## src/rtl/ex_mem_stage_pkg.sv

```systemverilog
// ex_mem_stage_pkg
// Shared constants and helpers for the EX/MEM pipeline register.
// Holds the write/reset constants used by the rest of the core.
// Also holds the stall-vector indices and the per-register control decode.
package ex_mem_stage_pkg;

    localparam logic        RstEnable    = 1'b1;
    localparam logic        WriteDisable = 1'b0;
    localparam logic [31:0] ZeroWord     = 32'h0000_0000;
    localparam logic [4:0]  NOPRegAddr   = 5'b00000;

    // Stall vector layout: pc, if, id, ex, mem, wb (bit 0 .. bit 5)
    localparam int STALL_EX  = 3;
    localparam int STALL_MEM = 4;

    // What a pipeline register does on the next clock edge
    typedef enum logic [1:0] {
        PIPE_LOAD   = 2'd0,
        PIPE_HOLD   = 2'd1,
        PIPE_BUBBLE = 2'd2
    } pipe_ctrl_e;

    // Flush beats any stall. EX stalled with MEM free drains a bubble into MEM.
    // Any other stall combination holds.
    function automatic pipe_ctrl_e pipe_ctrl(input logic flush,
                                             input logic ex_stall,
                                             input logic mem_stall);
        pipe_ctrl_e c;
        if (flush)
            c = PIPE_BUBBLE;
        else if (ex_stall && !mem_stall)
            c = PIPE_BUBBLE;
        else if (ex_stall || mem_stall)
            c = PIPE_HOLD;
        else
            c = PIPE_LOAD;
        return c;
    endfunction

endpackage

```

## src/rtl/ex_mem_stage_pipe_bubble_reg.sv

```systemverilog
// pipe_bubble_reg
// Generic pipeline register with load, hold and bubble-insert controls.
// A bubble loads BUBBLE_VAL, which is also the reset value.
module pipe_bubble_reg
    import ex_mem_stage_pkg::*;
#(
    parameter int            W          = 1,
    parameter logic [W-1:0]  BUBBLE_VAL = '0
) (
    input  logic         clk,
    input  logic         rst,
    input  pipe_ctrl_e   ctrl,
    input  logic [W-1:0] d,
    output logic [W-1:0] q
);

    // Register update: reset, then load / bubble / hold as decoded upstream
    always_ff @(posedge clk) begin
        // NOTE: sequential state uses non-blocking assignments so every flop samples pre-edge values.
        if (rst == RstEnable) begin
            q <= BUBBLE_VAL;
        end else begin
            case (ctrl)
                PIPE_LOAD:   q <= d;
                PIPE_BUBBLE: q <= BUBBLE_VAL;
                default:     q <= q;
            endcase
        end
    end

endmodule

```

## src/rtl/ex_mem_stage.sv

```systemverilog
// ex_mem_stage
// EX/MEM pipeline register for the 5-stage MIPS core.
// It carries the GPR writeback descriptor and the HI/LO write triple.
// It also carries a valid flag. Bubbles are inserted on flush and on EX-only stalls.
// The hilo_temp/cnt loop-back keeps partial results of multi-cycle EX ops
// (madd/msub, div) alive while EX is stalled.
// Optional: define EX_MEM_BUBBLE_CNT_EN to add a saturating bubble_cnt output.
module ex_mem_stage
    import ex_mem_stage_pkg::*;
#(
    parameter int DATA_W        = 32,
    parameter int ADDR_W        = 5,
    parameter int CNT_W         = 2,
    parameter int STALL_W       = 6,
    parameter int EX_STALL_BIT  = STALL_EX,
    parameter int MEM_STALL_BIT = STALL_MEM
) (
    input  logic                clk,
    input  logic                rst,
    input  logic [STALL_W-1:0]  stall,
    input  logic                flush,
    input  logic [ADDR_W-1:0]   ex_wd,
    input  logic                ex_wreg,
    input  logic [DATA_W-1:0]   ex_wdata,
    input  logic                ex_whilo,
    input  logic [DATA_W-1:0]   ex_hi,
    input  logic [DATA_W-1:0]   ex_lo,
    input  logic [2*DATA_W-1:0] hilo_temp_i,
    input  logic [CNT_W-1:0]    cnt_i,
    output logic [ADDR_W-1:0]   mem_wd,
    output logic                mem_wreg,
    output logic [DATA_W-1:0]   mem_wdata,
    output logic                mem_whilo,
    output logic [DATA_W-1:0]   mem_hi,
    output logic [DATA_W-1:0]   mem_lo,
    output logic                mem_valid,
    output logic [2*DATA_W-1:0] hilo_temp_o,
    output logic [CNT_W-1:0]    cnt_o
`ifdef EX_MEM_BUBBLE_CNT_EN
    ,
    output logic [31:0]         bubble_cnt
`endif
);

    // {valid, wd, wreg, wdata}: a bubble is an invalid no-op write to $0
    localparam int WB_W = 1 + ADDR_W + 1 + DATA_W;
    localparam logic [WB_W-1:0] WB_BUBBLE =
        {1'b0, ADDR_W'(NOPRegAddr), WriteDisable, DATA_W'(ZeroWord)};

    // {whilo, hi, lo}
    localparam int HILO_W = 1 + 2 * DATA_W;
    localparam logic [HILO_W-1:0] HILO_BUBBLE =
        {WriteDisable, DATA_W'(ZeroWord), DATA_W'(ZeroWord)};

    logic ex_stall;
    logic mem_stall;
    pipe_ctrl_e ctrl;

    logic [WB_W-1:0]   wb_q;
    logic [HILO_W-1:0] hilo_q;

    // Only the EX and MEM bits matter here. The rest of the vector belongs to other stages.
    logic unused_stall_bits;
    assign unused_stall_bits = ^stall;

    assign ex_stall  = stall[EX_STALL_BIT];
    assign mem_stall = stall[MEM_STALL_BIT];
    assign ctrl      = pipe_ctrl(flush, ex_stall, mem_stall);

    pipe_bubble_reg #(
        .W          (WB_W),
        .BUBBLE_VAL (WB_BUBBLE)
    ) u_wb_reg (
        .clk  (clk),
        .rst  (rst),
        .ctrl (ctrl),
        .d    ({1'b1, ex_wd, ex_wreg, ex_wdata}),
        .q    (wb_q)
    );

    pipe_bubble_reg #(
        .W          (HILO_W),
        .BUBBLE_VAL (HILO_BUBBLE)
    ) u_hilo_reg (
        .clk  (clk),
        .rst  (rst),
        .ctrl (ctrl),
        .d    ({ex_whilo, ex_hi, ex_lo}),
        .q    (hilo_q)
    );

    assign {mem_valid, mem_wd, mem_wreg, mem_wdata} = wb_q;
    assign {mem_whilo, mem_hi, mem_lo}              = hilo_q;

    // Loop-back: keep EX's partial result only while EX is stalled and MEM drains.
    // Clear it whenever the op is killed or has left EX.
    always_ff @(posedge clk) begin
        if (rst == RstEnable) begin
            hilo_temp_o <= '0;
            cnt_o       <= '0;
        end else if (flush) begin
            hilo_temp_o <= '0;
            cnt_o       <= '0;
        end else if (ex_stall && !mem_stall) begin
            hilo_temp_o <= hilo_temp_i;
            cnt_o       <= cnt_i;
        end else if (ex_stall || mem_stall) begin
            hilo_temp_o <= hilo_temp_o;
            cnt_o       <= cnt_o;
        end else begin
            hilo_temp_o <= '0;
            cnt_o       <= '0;
        end
    end

`ifdef EX_MEM_BUBBLE_CNT_EN
    // Count bubbles loaded into MEM, saturating at all-ones
    always_ff @(posedge clk) begin
        if (rst == RstEnable)
            bubble_cnt <= '0;
        else if (ctrl == PIPE_BUBBLE && bubble_cnt != 32'hFFFF_FFFF)
            bubble_cnt <= bubble_cnt + 32'd1;
    end
`endif

`ifndef SYNTHESIS
    // ctrl never stalls MEM while letting EX run
    illegal_stall_a: assert property (@(posedge clk) disable iff (rst)
        !(!ex_stall && mem_stall));
`endif

endmodule

```

## config.mk

```make
export PLATFORM = sky130hd
export DESIGN_NAME = ex_mem_stage
export DESIGN_NICKNAME = d
export VERILOG_FILES = /design/src/rtl/ex_mem_stage_pkg.sv /design/src/rtl/ex_mem_stage_pipe_bubble_reg.sv /design/src/rtl/ex_mem_stage.sv
export SDC_FILE = /design/constraint.sdc
export NUM_CORES = 1
export LEC_CHECK = 0
export ABC_AREA = 1
export CAP_MARGIN = 10
export CORE_ASPECT_RATIO = 0.5
export CORE_MARGIN = 2
export CORE_UTILIZATION = 42
export DETAILED_ROUTE_END_ITERATION = 8
export PLACE_DENSITY = 0.84
export SYNTH_ARGS = -nofsm -noshare
export SYNTH_HDL_FRONTEND = slang
export SYNTH_SLANG_ARGS = --single-unit
export TNS_END_PERCENT = 20
```

## constraint.sdc

```tcl
create_clock -name clk -period 2.5 [get_ports clk]
set_input_delay 0.375 -clock clk [delete_from_list [all_inputs] [get_ports clk]]
set_output_delay 0.375 -clock clk [all_outputs]
set_load 0.02 [all_outputs]
```

# --- Word level (Yosys, flattened, before mapping) ---
# Index checks and enable logic that the tools add are counted.
classes:
  n_eq_ne: 2
  muxes: 9
  n_reduce_logical: 6
op_table:
  columns: ["op", "count"]
  rows:
  - ["65-bit one-hot mux with 2 select lines", 1]
  - ["64-bit 2-to-1 mux", 2]
  - ["39-bit one-hot mux with 2 select lines", 1]
  - ["2-bit 2-to-1 mux", 4]
  - ["2-bit equality test (second input constant)", 1]
  - ["2-bit logical NOT", 1]
  - ["2-bit inequality test (second input constant)", 1]
  - ["2-bit nonzero test", 1]
  - ["2-bit OR reduction", 1]
  - ["1-bit logical AND", 1]
  - ["1-bit logical NOT", 1]
  - ["1-bit logical OR", 1]
  - ["1-bit 2-to-1 mux", 1]
totals:
  reg_bits: 170
  inputBits: 178
  out_inout_bits: 170
  elab_cells: 21

# --- Logic depth before layout (Yosys ltp) ---
# Gate-level depths: netlist of the first run.
depth:
  word_depth: 6
  depth_mapped: 6
  ltp_nobuf: 4

# --- By module ---
# Synthesis of the first run repeated with hierarchy kept, for this count alone.
hier_totals:
  cells_unflattened: 972
  hier_area_um2: 7124.3
modules_own_cells:
  columns: ["module", "n_inst", "cells_per_inst", "area_each_um2", "seq_area_each_um2"]
  rows:
  - ["pipe_bubble_reg (u_hilo_reg)", 1, 420, 2753.9, 1301.2]
  - ["ex_mem_stage", 1, 299, 2581.2, 1321.3]
  - ["pipe_bubble_reg (u_wb_reg)", 1, 253, 1789.2, 780.7]

# --- Worst setup path before layout of the first run ---
# Ideal clock, no wire load.
synth_path:
  path_kind: "input -> register"
  startpoint: "input port rst"
  endpoint: "register hilo_temp_o[10]"
  setup_time_ps: 66
  t_arrival_ps: 1120
  t_required_ps: 2434
  slack_ps: 1314
  path_stages: 5
  path_buffers: 3
  cell_sequence: "buf_2 > or2_1 > buf_4 > buf_6 > a21oi_2"
synth_via:
  elab_chain_len: 1
synth_lines:
  columns: ["item", "line_no", "text"]
  rows:
  - ["from (decl)", "ex_mem_stage.sv:19", "input logic rst,"]
  - ["2-bit OR reduction (no source line)", null, null]
  - ["to (signal assigned)", "ex_mem_stage.sv:105", "hilo_temp_o <= hilo_temp_i;"]
  - ["to (signal assigned)", "ex_mem_stage.sv:108", "hilo_temp_o <= hilo_temp_o;"]
  - ["to (decl)", "ex_mem_stage.sv:37", "output logic [2*DATA_W-1:0] hilo_temp_o,"]
# Every way passes these cells.
# A chain may end at the register's enable or synchronous reset.

# --- Worst setup path after layout of the first run ---
layout_path:
  startpoint: "register hilo_temp_o[0]"
  endpoint: "output port hilo_temp_o[0]"
# No word-level cell between the ends.

==> results of run 1 <==
power by group:
part / internal, mW / switching, mW / leakage (nW)
Combinational: 0.395 / 0.376 / 1.76
Sequential: 2.76 / 0.0281 / 1.38
Clock: 1.67 / 1.13 / 0.302
Total: 4.83 / 1.54 / 3.44
cell families (layout without fill, tap and decap cells):
group                  count (synthesis)  in the layout
buffers and inverters                 80            390
AO/OA/AOI/OAI                        170            170
flip-flops                           170            170
AND/OR/NAND/NOR                      343            343
per-layer routing:
metal,vias to the layer above,global-route usage,routed length (µm)
met5,-,0,0
met4,0,0.104,692
met3,51,0.0620,1280
met2,226,0.462,11100
met1,3104,0.304,8470
li1,3206,-,-
metrics by stage:
step | utilization | hold WS (ns) | instances | worst slack, ns
floorplan | - | 0.518 | 763 | 1.31
global placement | 0.666 | 0.441 | 1239 | 0.421
detailed placement | 0.666 | 0.446 | 1239 | 0.385
CTS | 0.709 | 0.447 | 1271 | 0.674
global route | 0.709 | 0.466 | 1271 | 0.632
finish | 0.709 | 0.454 | 1271 | 0.687
layout by cell type, fill, tap and decap left out, drive strengths merged:
cell type / n
a21oi: 170
buf: 15
bufinv: 3
clkbuf: 21
clkdlybuf4s50: 341
clkinv: 3
clkinvlp: 2
dfxtp: 170
inv: 5
nand2: 133
nand3: 207
nor2: 2
or2: 1
state kept, by name (all words and copies together) (netlist names):
name	count
u_hilo_reg.q	65
u_wb_reg.q	39
hilo_temp_o	64
cnt_o	2
path summary, 6_finish.rpt:
check,cells past startpoint,slack [ns],from,end
max,1,0.69,hilo_temp_o[0],hilo_temp_o[0]
min,3,0.45,stall[4],u_wb_reg.q[4]
max reg2reg,2,1.80,hilo_temp_o[0],hilo_temp_o[0]
min reg2reg,2,0.46,hilo_temp_o[3],hilo_temp_o[3]
area by class of cell:
class | instances | area, µm² | share of cell area
Timing Repair Buffer | 356 | 3570 | 0.343
Multi-Input combinational cell | 513 | 2560 | 0.246
Clock buffer | 21 | 470 | 0.0451
Tap cell | 198 | 248 | 0.0238
Sequential cell | 170 | 3400 | 0.326
Inverter | 2 | 7.51 | 0.000720
Clock inverter | 11 | 160 | 0.0154
==> parameters.txt, run 1 <==
Parameter                              Value

Logic synthesis
  Synth Area in XOR/XNOR ... 0
  Adder-Cell Fraction of Synth Area ... 0
  Most frequent cell after synthesis ... nand3_1
  Proportion of synthesized chip area in sequential cells ... 0.531
  Mean instance size in the synthesized netlist ... 8.41 µm²
  Number of instances in the synthesized netlist ... 763
  Dominant cells by area after synthesis ... dfxtp_1, nand3_1, a21oi_1, nand2_1, a21oi_2
  Post-synthesis mux area share ... 0
  Complex-gate fraction of the synthesized area ... 0.156
  Synth Register Bits ... between 150 and 200
  Post-Synthesis Cell Area ... ~6400 µm²
  Cell types with the highest counts after synthesis ... nand3_1, dfxtp_1, nand2_1
  Largest family of logic cells by synthesized area ... simple AND/OR/NAND/NOR gates
  Synthesized-area fraction occupied by and/or/nand/nor cells ... 0.244
  Yosys top cell by area ... dfxtp_1
  Cell variety after synth ... 13
  Portion of synthesized cell area occupied by the leading cell type ... 0.531
  Leading register cell type out of synthesis ... dfxtp_1
  Synth async-reset ratio ... 0
  Count of synthesis-stage warnings from yosys ... 0
  EDFF count, synth ... 0
  Net count of the mapped netlist ... 941

Critical path
  CP bufs+invs ... 1
  Maximum single-stage delay on the critical path ... 0.64 ns
  List of cells traversed by the critical path ... clkdlybuf4s50_1
  WP data required ... 2.12 ns
  Largest fanout on the critical path ... 2
  Slowest CP cell ... clkdlybuf4s50_1
  Capturing element type of the critical path ... output pin
  Type of the setup path with the least slack ... register to output pin
  Critical Path Source Type ... register
  Worst path top cell family by delay ... buffers and inverters
  Signal arrival time at the worst endpoint ... 1.44 ns

Die
  Die boundary width ... ~180 µm
  Die height ... 91.4 µm
  Placeable core area ... approximately 15000 µm²
  Full die area ... 16300 µm²
  Count of standard-cell rows ... 31
  I/O pin cnt ... 348
  Starting utilization of the core area ... 0.436

Timing
  Peak clock frequency supported by timing ... roughly 550 MHz
  Worst slew slack as a fraction of its limit ... 0.251
  Post-Route Setup TNS ... 0 ns
  Pins over their slew limit ... 0
  RSZ-0062 raised after global routing ... no
  Final critical-path share of the clock period ... 0.725
  Final critical path time including I/O delays and setup ... 1.81 ns
  Slew at the pin closest to its max-slew limit ... 1.12 ns
  Number of endpoints failing setup at the final stage ... 0
  Final setup skew ... 0 ns
  Final hold violation count ... 0

Finish
  Final nets ... 1238
  Area overhead of the layout relative to synthesis ... 62.6%
  Layout cells sized above 1 ... 0.0848
  Antenna diode count ... 0
  Post-route cell area ... 10400 µm²
  Fillcell total ... 1157

Global routing
  Pin count of the biggest net entering global routing ... 105
  Wire length of the first global-routing pass ... ~34000 µm
  Global route total overflow ... 0
  Vias in the first global route ... 6458
  Number of antenna violations at the first check in global routing ... 0
  Total routing usage reported by global routing ... 0.261

Routing
  Number of violations reported at the end of detailed-routing iteration 0 ... 438
  Drt first pass iters ... 5
  Number of vias per cell ... 5.18
  Post-detailed-routing wire length ... 21500 µm
  Vias ... 6587
  Count of unresolved DRC violations after routing ... 0
  Post-route ant nets ... 0
  Avg WL per Cell ... 17.0 µm

Run
  MaxCap Viol Count ... 0

Placement
  Routability Congestion ... ~0.86
  Area post-placement ... 9800 µm²
  Count of buffers from port buffering ... 343
  DP HPWL ... between 10000 and 15000 µm

Clock tree
  Post-CTS Resized ... 0
  Setup fix buffers added after clock tree synthesis ... 0
  Clk Latency, worst-skew pair ... 0.41 ns
  CTS sink count ... 170
  Clock tree from TritonCTS ... done
  Number of clock buffers inserted by TritonCTS ... 17
  Clock root cell ... clkbuf_16
  Level count of the clock H-tree ... 4
  Hold-fix buffers at CTS ... 0
  Worst-path clk slew ... 0.07 ns
  Clock tree buffer depth ... 2

Pwr
  Leak pwr ... roughly 3.4 nW
  Power density normalized to cell area ... 611 nW/µm²
  Highest ir drop seen on vdd ... 0.449 mV
  Tot Pwr ... 6.37 mW

Status
  Result of the run ... complete, no violations

Worst hold path
  Class of the tightest hold or removal check ... input pin to register
(Power assumes the default switching activity.)
==> inputs of run 2 (changes only) <==
--- a/config.mk
+++ b/config.mk
@@ -9,9 +9,9 @@
 export CAP_MARGIN = 10
 export CORE_ASPECT_RATIO = 0.5
 export CORE_MARGIN = 2
-export CORE_UTILIZATION = 42
+export CORE_UTILIZATION = 39
 export DETAILED_ROUTE_END_ITERATION = 8
-export PLACE_DENSITY = 0.84
+export PLACE_DENSITY = 0.78
 export SYNTH_ARGS = -nofsm -noshare
 export SYNTH_HDL_FRONTEND = slang
 export SYNTH_SLANG_ARGS = --single-unit
==> constraint.sdc (replaced) <==
create_clock -name clk -period 1.79 [get_ports clk]
set_input_delay 0.2685 -clock clk [delete_from_list [all_inputs] [get_ports clk]]
set_output_delay 0.2685 -clock clk [all_outputs]
set_load 0.02 [all_outputs]
==> run 2 against run 1 <==
Register-to-register slack got worse by 0.68 ns. Total power rose by 35%. Clock power rose by 27%. Clock skew did not move. Flip-flop and latch count did not move. Sequential power rose by 40%. Cell count rose by 2.6%. Count of clock-buffer cells in the layout fell by 1. Sequential share of layout area fell by 0.32 points. Hold slack got worse by 0.21 ns. Setup slack got worse by 0.60 ns.
==> parameters.txt, run 2 (same netlist as run 1, synthesis figures left out) <==
Parameter                              Value

Die
  Die height ... 94.7 µm
  Die boundary width ... around 190 µm
  Placeable core area ... 16200 µm²
  I/O pin cnt ... about 350
  Starting utilization of the core area ... 0.395
  Count of standard-cell rows ... 33
  Full die area ... approximately 18000 µm²

Pwr
  Power density normalized to cell area ... between 800 and 900 nW/µm²
  Part of the power in registers ... 0.453
  Clock share of power ... 0.417
  Net Sw Power ... 2.07 mW
  Leak pwr ... 3.46 nW
  Sw Share ... 0.241
  Highest ir drop seen on vdd ... 0.640 mV
  Cell-internal power ... 6.52 mW
  Part of the total power dissipated in combinational logic ... 0.130

Clock tree
  Level count of the clock H-tree ... 4
  Clock tree buffer depth ... 2
  Post-CTS Resized ... 0
  Worst-path clk slew ... 0.06 ns
  Clk Latency, worst-skew pair ... about 0.4 ns
  Clock root cell ... clkbuf_16
  Setup fix buffers added after clock tree synthesis ... 0
  Hold-fix buffers at CTS ... 0
  Number of clock buffers inserted by TritonCTS ... 17
  Clock tree from TritonCTS ... done
  CTS sink count ... 170

Placement
  Placed cell count ... 1273
  Routability Congestion ... between 0.8 and 0.9
  Count of buffers from port buffering ... 343
  DP HPWL ... 14800 µm
  Worst slack at placement ... 0.179 ns

Timing
  Final critical-path share of the clock period ... 0.953
  Worst slew slack as a fraction of its limit ... 0.642
  Slew at the pin closest to its max-slew limit ... 0.537 ns
  Final hold violation count ... 0
  RSZ-0062 raised after global routing ... no
  Setup slack of the critical path after layout ... 0.0849 ns
  Pins over their slew limit ... 0
  Peak clock frequency supported by timing ... just under 600 MHz
  Final critical path time including I/O delays and setup ... 1.71 ns
  Number of endpoints failing setup at the final stage ... 0
  Post-Route Setup TNS ... 0 ns
  Final setup skew ... 0 ns

Critical path
  FF-to-FF setup slack ... 1.12 ns
  Number of cell instances on the worst register-to-register path ... 2
  Reg-to-reg startpoint ... u_hilo_reg.q[32]
  Capturing element type of the critical path ... output pin
  Critical Path Source Type ... register
  Launch point of the critical path ... u_wb_reg.q[14]
  Slowest CP cell ... clkdlybuf4s50_1
  Signal arrival time at the worst endpoint ... 1.44 ns
  Largest fanout on the critical path ... 2
  Last element of the critical path ... mem_wdata[14]
  Worst path top cell family by delay ... buffers and inverters
  Levels on crit path ... 1
  WP data required ... 1.52 ns
  Worst r2r dst ... u_hilo_reg.q[32]
  Type of the setup path with the least slack ... register to output pin
  CP bufs+invs ... 1
  Maximum single-stage delay on the critical path ... 0.65 ns
  List of cells traversed by the critical path ... clkdlybuf4s50_1

Finish
  Most common cell after layout, fill and taps aside ... clkdlybuf4s50_1
  Storage cell area ... 3400 µm²
  Final nets ... 1243
  Biggest register ... u_hilo_reg.q
  Regs by FF count ... u_hilo_reg.q: 65 flops, hilo_temp_o: 64 flops, u_wb_reg.q: 39 flops
  Flip-flop count of the largest register, all copies and words added ... 65
  Non-Filler Instances ... around 1.3k
  Layout cells sized above 1 ... 0.0873
  Antenna diode count ... 0
  Fillcell total ... 1369
  Multi-input gate area ... 2570 µm²
  Area overhead of the layout relative to synthesis ... 64.2%
  Highest-count cells in the layout ignoring fill and taps ... clkdlybuf4s50_1, nand3_1, dfxtp_1

Status
  Result of the run ... complete, no violations

Routing
  Post-detailed-routing wire length ... 21300 µm
  Vias ... 6592
  Drt first pass iters ... 5
  Number of violations reported at the end of detailed-routing iteration 0 ... 404
  Post-route ant nets ... 0
  Number of vias per cell ... 5.06
  Count of unresolved DRC violations after routing ... 0
  Avg WL per Cell ... 16.3 µm

Global routing
  Total routing usage reported by global routing ... 0.228
  Wire length of the first global-routing pass ... 31500 µm
  Pin count of the biggest net entering global routing ... between 100 and 150
  Global route total overflow ... 0
  Vias in the first global route ... 6206
  Number of antenna violations at the first check in global routing ... 0

Run
  MaxCap Viol Count ... 0

Worst hold path
  Class of the tightest hold or removal check ... input pin to register
==> run 2: per-layer routing <==
layer / vias to the layer above / GRT usage / wire [µm]
met5: - / 0 / 0
met2: 224 / 0.399 / 10700
li1: 3211 / - / -
met3: 51 / 0.0609 / 1300
met1: 3106 / 0.263 / 8580
met4: 0 / 0.102 / 688
==> run 2: final cells by class <==
cell class	count	area share
inverters	2	0.000713
repair buffers	361	0.351
clock buffers	20	0.0424
multi-input cells	513	0.244
clock inverters	11	0.0116
flip-flops and latches	170	0.323
well taps	227	0.0270
==> run 2: power groups by stage <==
| stage | registers [mW] | clock network [mW] | logic, mW |
|---|---|---|---|
| 2_1_floorplan | 4.08 | 0 | 0.374 |
| 3_3_place_gp | 3.98 | 0 | 1.10 |
| 3_5_place_dp | 3.98 | 0 | 1.11 |
| 4_1_cts | 3.90 | 3.66 | 1.12 |
| 5_1_grt | 3.90 | 3.81 | 1.19 |
| 6_report | 3.90 | 3.58 | 1.12 |
==> run 2: worst min path at each step <==
stage,start,endpoint,cells after the start
5_1_grt,stall[4],hilo_temp_o[2],4
3_5_place_dp,hilo_temp_o[58],hilo_temp_o[58],2
6_report,stall[4],hilo_temp_o[2],4
3_3_place_gp,hilo_temp_o[52],hilo_temp_o[52],2
2_1_floorplan,hilo_temp_i[47],hilo_temp_o[47],2
4_1_cts,stall[4],hilo_temp_o[2],4
==> run 2: per-stage QoR <==
stage | power (mW) | hold WS, ns | cell area [µm²] | util
final | 8.60 | 0.240 | 10500 | 0.649
after detailed placement | 5.10 | 0.448 | 9960 | 0.614
after floorplan | 4.45 | 0.411 | 6410 | -
after global placement | 5.08 | 0.442 | 9960 | 0.614
after global routing | 8.90 | 0.226 | 10500 | 0.649
after CTS | 8.67 | 0.222 | 10500 | 0.649
==> inputs of run 3 (changes only) <==
--- a/config.mk
+++ b/config.mk
@@ -6,12 +6,13 @@
 export NUM_CORES = 1
 export LEC_CHECK = 0
 export ABC_AREA = 1
+export ABC_CLOCK_PERIOD_IN_PS = 1790
 export CAP_MARGIN = 10
 export CORE_ASPECT_RATIO = 0.5
 export CORE_MARGIN = 2
 export CORE_UTILIZATION = 39
 export DETAILED_ROUTE_END_ITERATION = 8
-export PLACE_DENSITY = 0.78
+export PLACE_DENSITY = 0.88
 export SYNTH_ARGS = -nofsm -noshare
 export SYNTH_HDL_FRONTEND = slang
 export SYNTH_SLANG_ARGS = --single-unit
==> run 3 against run 2 <==
Die area unchanged. Core utilization decreased by 0.29 points. Non-clock buffer count decreased by 2. Via count increased by 1.3%. First-iteration DRC count increased by 42%. Combinational power about the same. Count of clock-buffer cells in the layout unchanged. Hold slack improved by 0.024 ns. Critical path depth unchanged. Critical endpoint is now mem_wdata[17]. Largest cell class unchanged. Highest routed layer unchanged.
==> parameters.txt, run 3 (same netlist as run 1, synthesis figures left out) <==
Parameter                              Value

Critical path
  Number of cell instances on the worst register-to-register path ... 2
  Type of the setup path with the least slack ... register to output pin
  Maximum single-stage delay on the critical path ... 0.65 ns
  Largest fanout on the critical path ... 2
  CP bufs+invs ... 1
  Worst r2r dst ... u_wb_reg.q[17]
  List of cells traversed by the critical path ... clkdlybuf4s50_1
  FF-to-FF setup slack ... 1.05 ns
  Reg-to-reg startpoint ... u_wb_reg.q[17]
  Signal arrival time at the worst endpoint ... 1.44 ns
  Critical Path Source Type ... register
  Slowest CP cell ... clkdlybuf4s50_1
  WP data required ... 1.52 ns
  Capturing element type of the critical path ... output pin
  Worst path top cell family by delay ... buffers and inverters

Placement
  Area post-placement ... 9940 µm²
  DP HPWL ... between 15000 and 20000 µm
  Routability Congestion ... between 0.8 and 0.9
  Placed cell count ... about 1.3k
  Worst slack at placement ... 0.134 ns
  Count of buffers from port buffering ... about 340

Timing
  RSZ-0062 raised after global routing ... no
  Worst slew slack as a fraction of its limit ... 0.696
  Final hold violation count ... 0
  Final critical-path share of the clock period ... 0.956
  Final critical path time including I/O delays and setup ... 1.71 ns
  Number of endpoints failing setup at the final stage ... 0
  Post-Route Setup TNS ... 0 ns
  Peak clock frequency supported by timing ... 585 MHz
  Setup slack of the critical path after layout ... 0.0794 ns
  Slew at the pin closest to its max-slew limit ... around 0.46 ns
  Pins over their slew limit ... 0
  Hold slack final ... ~0.26 ns
  Final setup skew ... 0 ns

Pwr
  Cell-internal power ... roughly 6.3 mW
  Sw Share ... 0.253
  Highest ir drop seen on vdd ... 0.615 mV
  Net Sw Power ... 2.12 mW
  Part of the power in registers ... 0.465
  Power density normalized to cell area ... 800 nW/µm²
  Part of the total power dissipated in combinational logic ... 0.133
  Clock share of power ... 0.402
  Leak pwr ... 3.43 nW

Worst hold path
  Class of the tightest hold or removal check ... input pin to register
  Worst Hold Endpoint ... u_hilo_reg.q[35]
  Worst min-delay path startpoint ... stall[4]
  Hold Path Stages ... 3

Die
  Count of standard-cell rows ... 33
  Die boundary width ... 185 µm
  Placeable core area ... 16200 µm²
  Full die area ... 17600 µm²
  I/O pin cnt ... between 300 and 400
  Starting utilization of the core area ... 0.395
  Die height ... around 95 µm

Clock tree
  Setup fix buffers added after clock tree synthesis ... 0
  Clk Latency, worst-skew pair ... 0.40 ns
  Post-CTS Resized ... 0
  Clock tree from TritonCTS ... done
  Clock root cell ... clkbuf_16
  CTS sink count ... 170
  Level count of the clock H-tree ... 4
  Worst-path clk slew ... around 0.08 ns
  Clock tree buffer depth ... 2
  Number of clock buffers inserted by TritonCTS ... 17
  Hold-fix buffers at CTS ... 0

Finish
  Layout cells sized above 1 ... 0.0864
  Regs by FF count ... u_hilo_reg.q: 65 flops, hilo_temp_o: 64 flops, u_wb_reg.q: 39 flops
  Fillcell total ... 1365
  Flip-flop count of the largest register, all copies and words added ... 65
  Highest-count cells in the layout ignoring fill and taps ... clkdlybuf4s50_1, nand3_1, dfxtp_1
  Most common cell after layout, fill and taps aside ... clkdlybuf4s50_1
  Non-Filler Instances ... between 1k and 1.5k
  Area overhead of the layout relative to synthesis ... 63.4%
  Biggest register ... u_hilo_reg.q
  Post-route cell area ... 10500 µm²
  Final nets ... approximately 1.2k
  Antenna diode count ... 0

Routing
  Drt first pass iters ... 5
  Vias ... 6680
  Avg WL per Cell ... 16.7 µm
  Post-route ant nets ... 0
  Number of vias per cell ... 5.13
  Number of violations reported at the end of detailed-routing iteration 0 ... 573
  Post-detailed-routing wire length ... 21700 µm
  Count of unresolved DRC violations after routing ... 0

Global routing
  Number of antenna violations at the first check in global routing ... 0
  Vias in the first global route ... 6144
  Wire length of the first global-routing pass ... 32400 µm
  Total routing usage reported by global routing ... 0.236
  Global route total overflow ... 0
  Pin count of the biggest net entering global routing ... 105

Run
  MaxCap Viol Count ... 0

Status
  Result of the run ... complete, no violations
## run 3: changes by cell type in the layout (fill, tap and decap cells not counted), sizes merged
| cell | change |
|---|---|
| buf | -2 |
| bufinv | -2 |
| clkinv | +1 |
| inv | +2 |
## run 3: layout make-up
cell class	count	area, µm²	area share
inverter	2	7.51	0.000716
clock inverter	12	92.6	0.00883
multi-input combinational	513	2560	0.245
timing repair buffer	359	3680	0.351
clock buffer	20	447	0.0426
tap	227	284	0.0271
sequential	170	3400	0.325
## run 3: worst max-delay path by stage
stage / startpoint / endpoint / slack (ns) / depth (start not counted)
finish: u_wb_reg.q[17] / mem_wdata[17] / 0.08 / 1
detailed placement: flush / hilo_temp_o[53] / 0.13 / 4
floorplan: rst / hilo_temp_o[10] / 0.71 / 5
CTS: u_hilo_reg.q[58] / mem_hi[26] / 0.06 / 1
global placement: flush / hilo_temp_o[4] / 0.20 / 4
global route: u_hilo_reg.q[58] / mem_hi[26] / 0.02 / 1
## run 3: power by group through the flow
stage	clock, mW	combinational (mW)	sequential [mW]
after floorplan	0	0.374	4.08
after global placement	0	1.09	3.98
after detailed placement	0	1.11	3.98
after CTS	3.45	1.11	3.90
after global routing	3.62	1.18	3.91
final	3.37	1.11	3.90
## run 3: routing by layer
metal | wire [µm] | global-route usage | vias to the layer above
li1 | - | - | 3210
met1 | 8600 | 0.278 | 3180
met2 | 11400 | 0.418 | 238
met3 | 1100 | 0.0505 | 52
met4 | 683 | 0.102 | 0
met5 | 0 | 0 | -
## run 3: metrics by stage
step	util	power [mW]
2_1_floorplan	-	4.45
3_3_place_gp	0.613	5.07
3_5_place_dp	0.613	5.09
4_1_cts	0.646	8.46
5_1_grt	0.646	8.71
6_report	0.646	8.39
## run 3: worst register-to-register path, stage by stage (launching register included)
cell,delay [ns]
dfxtp_1,0.39
nand3_1,0.10
a21oi_1,0.18
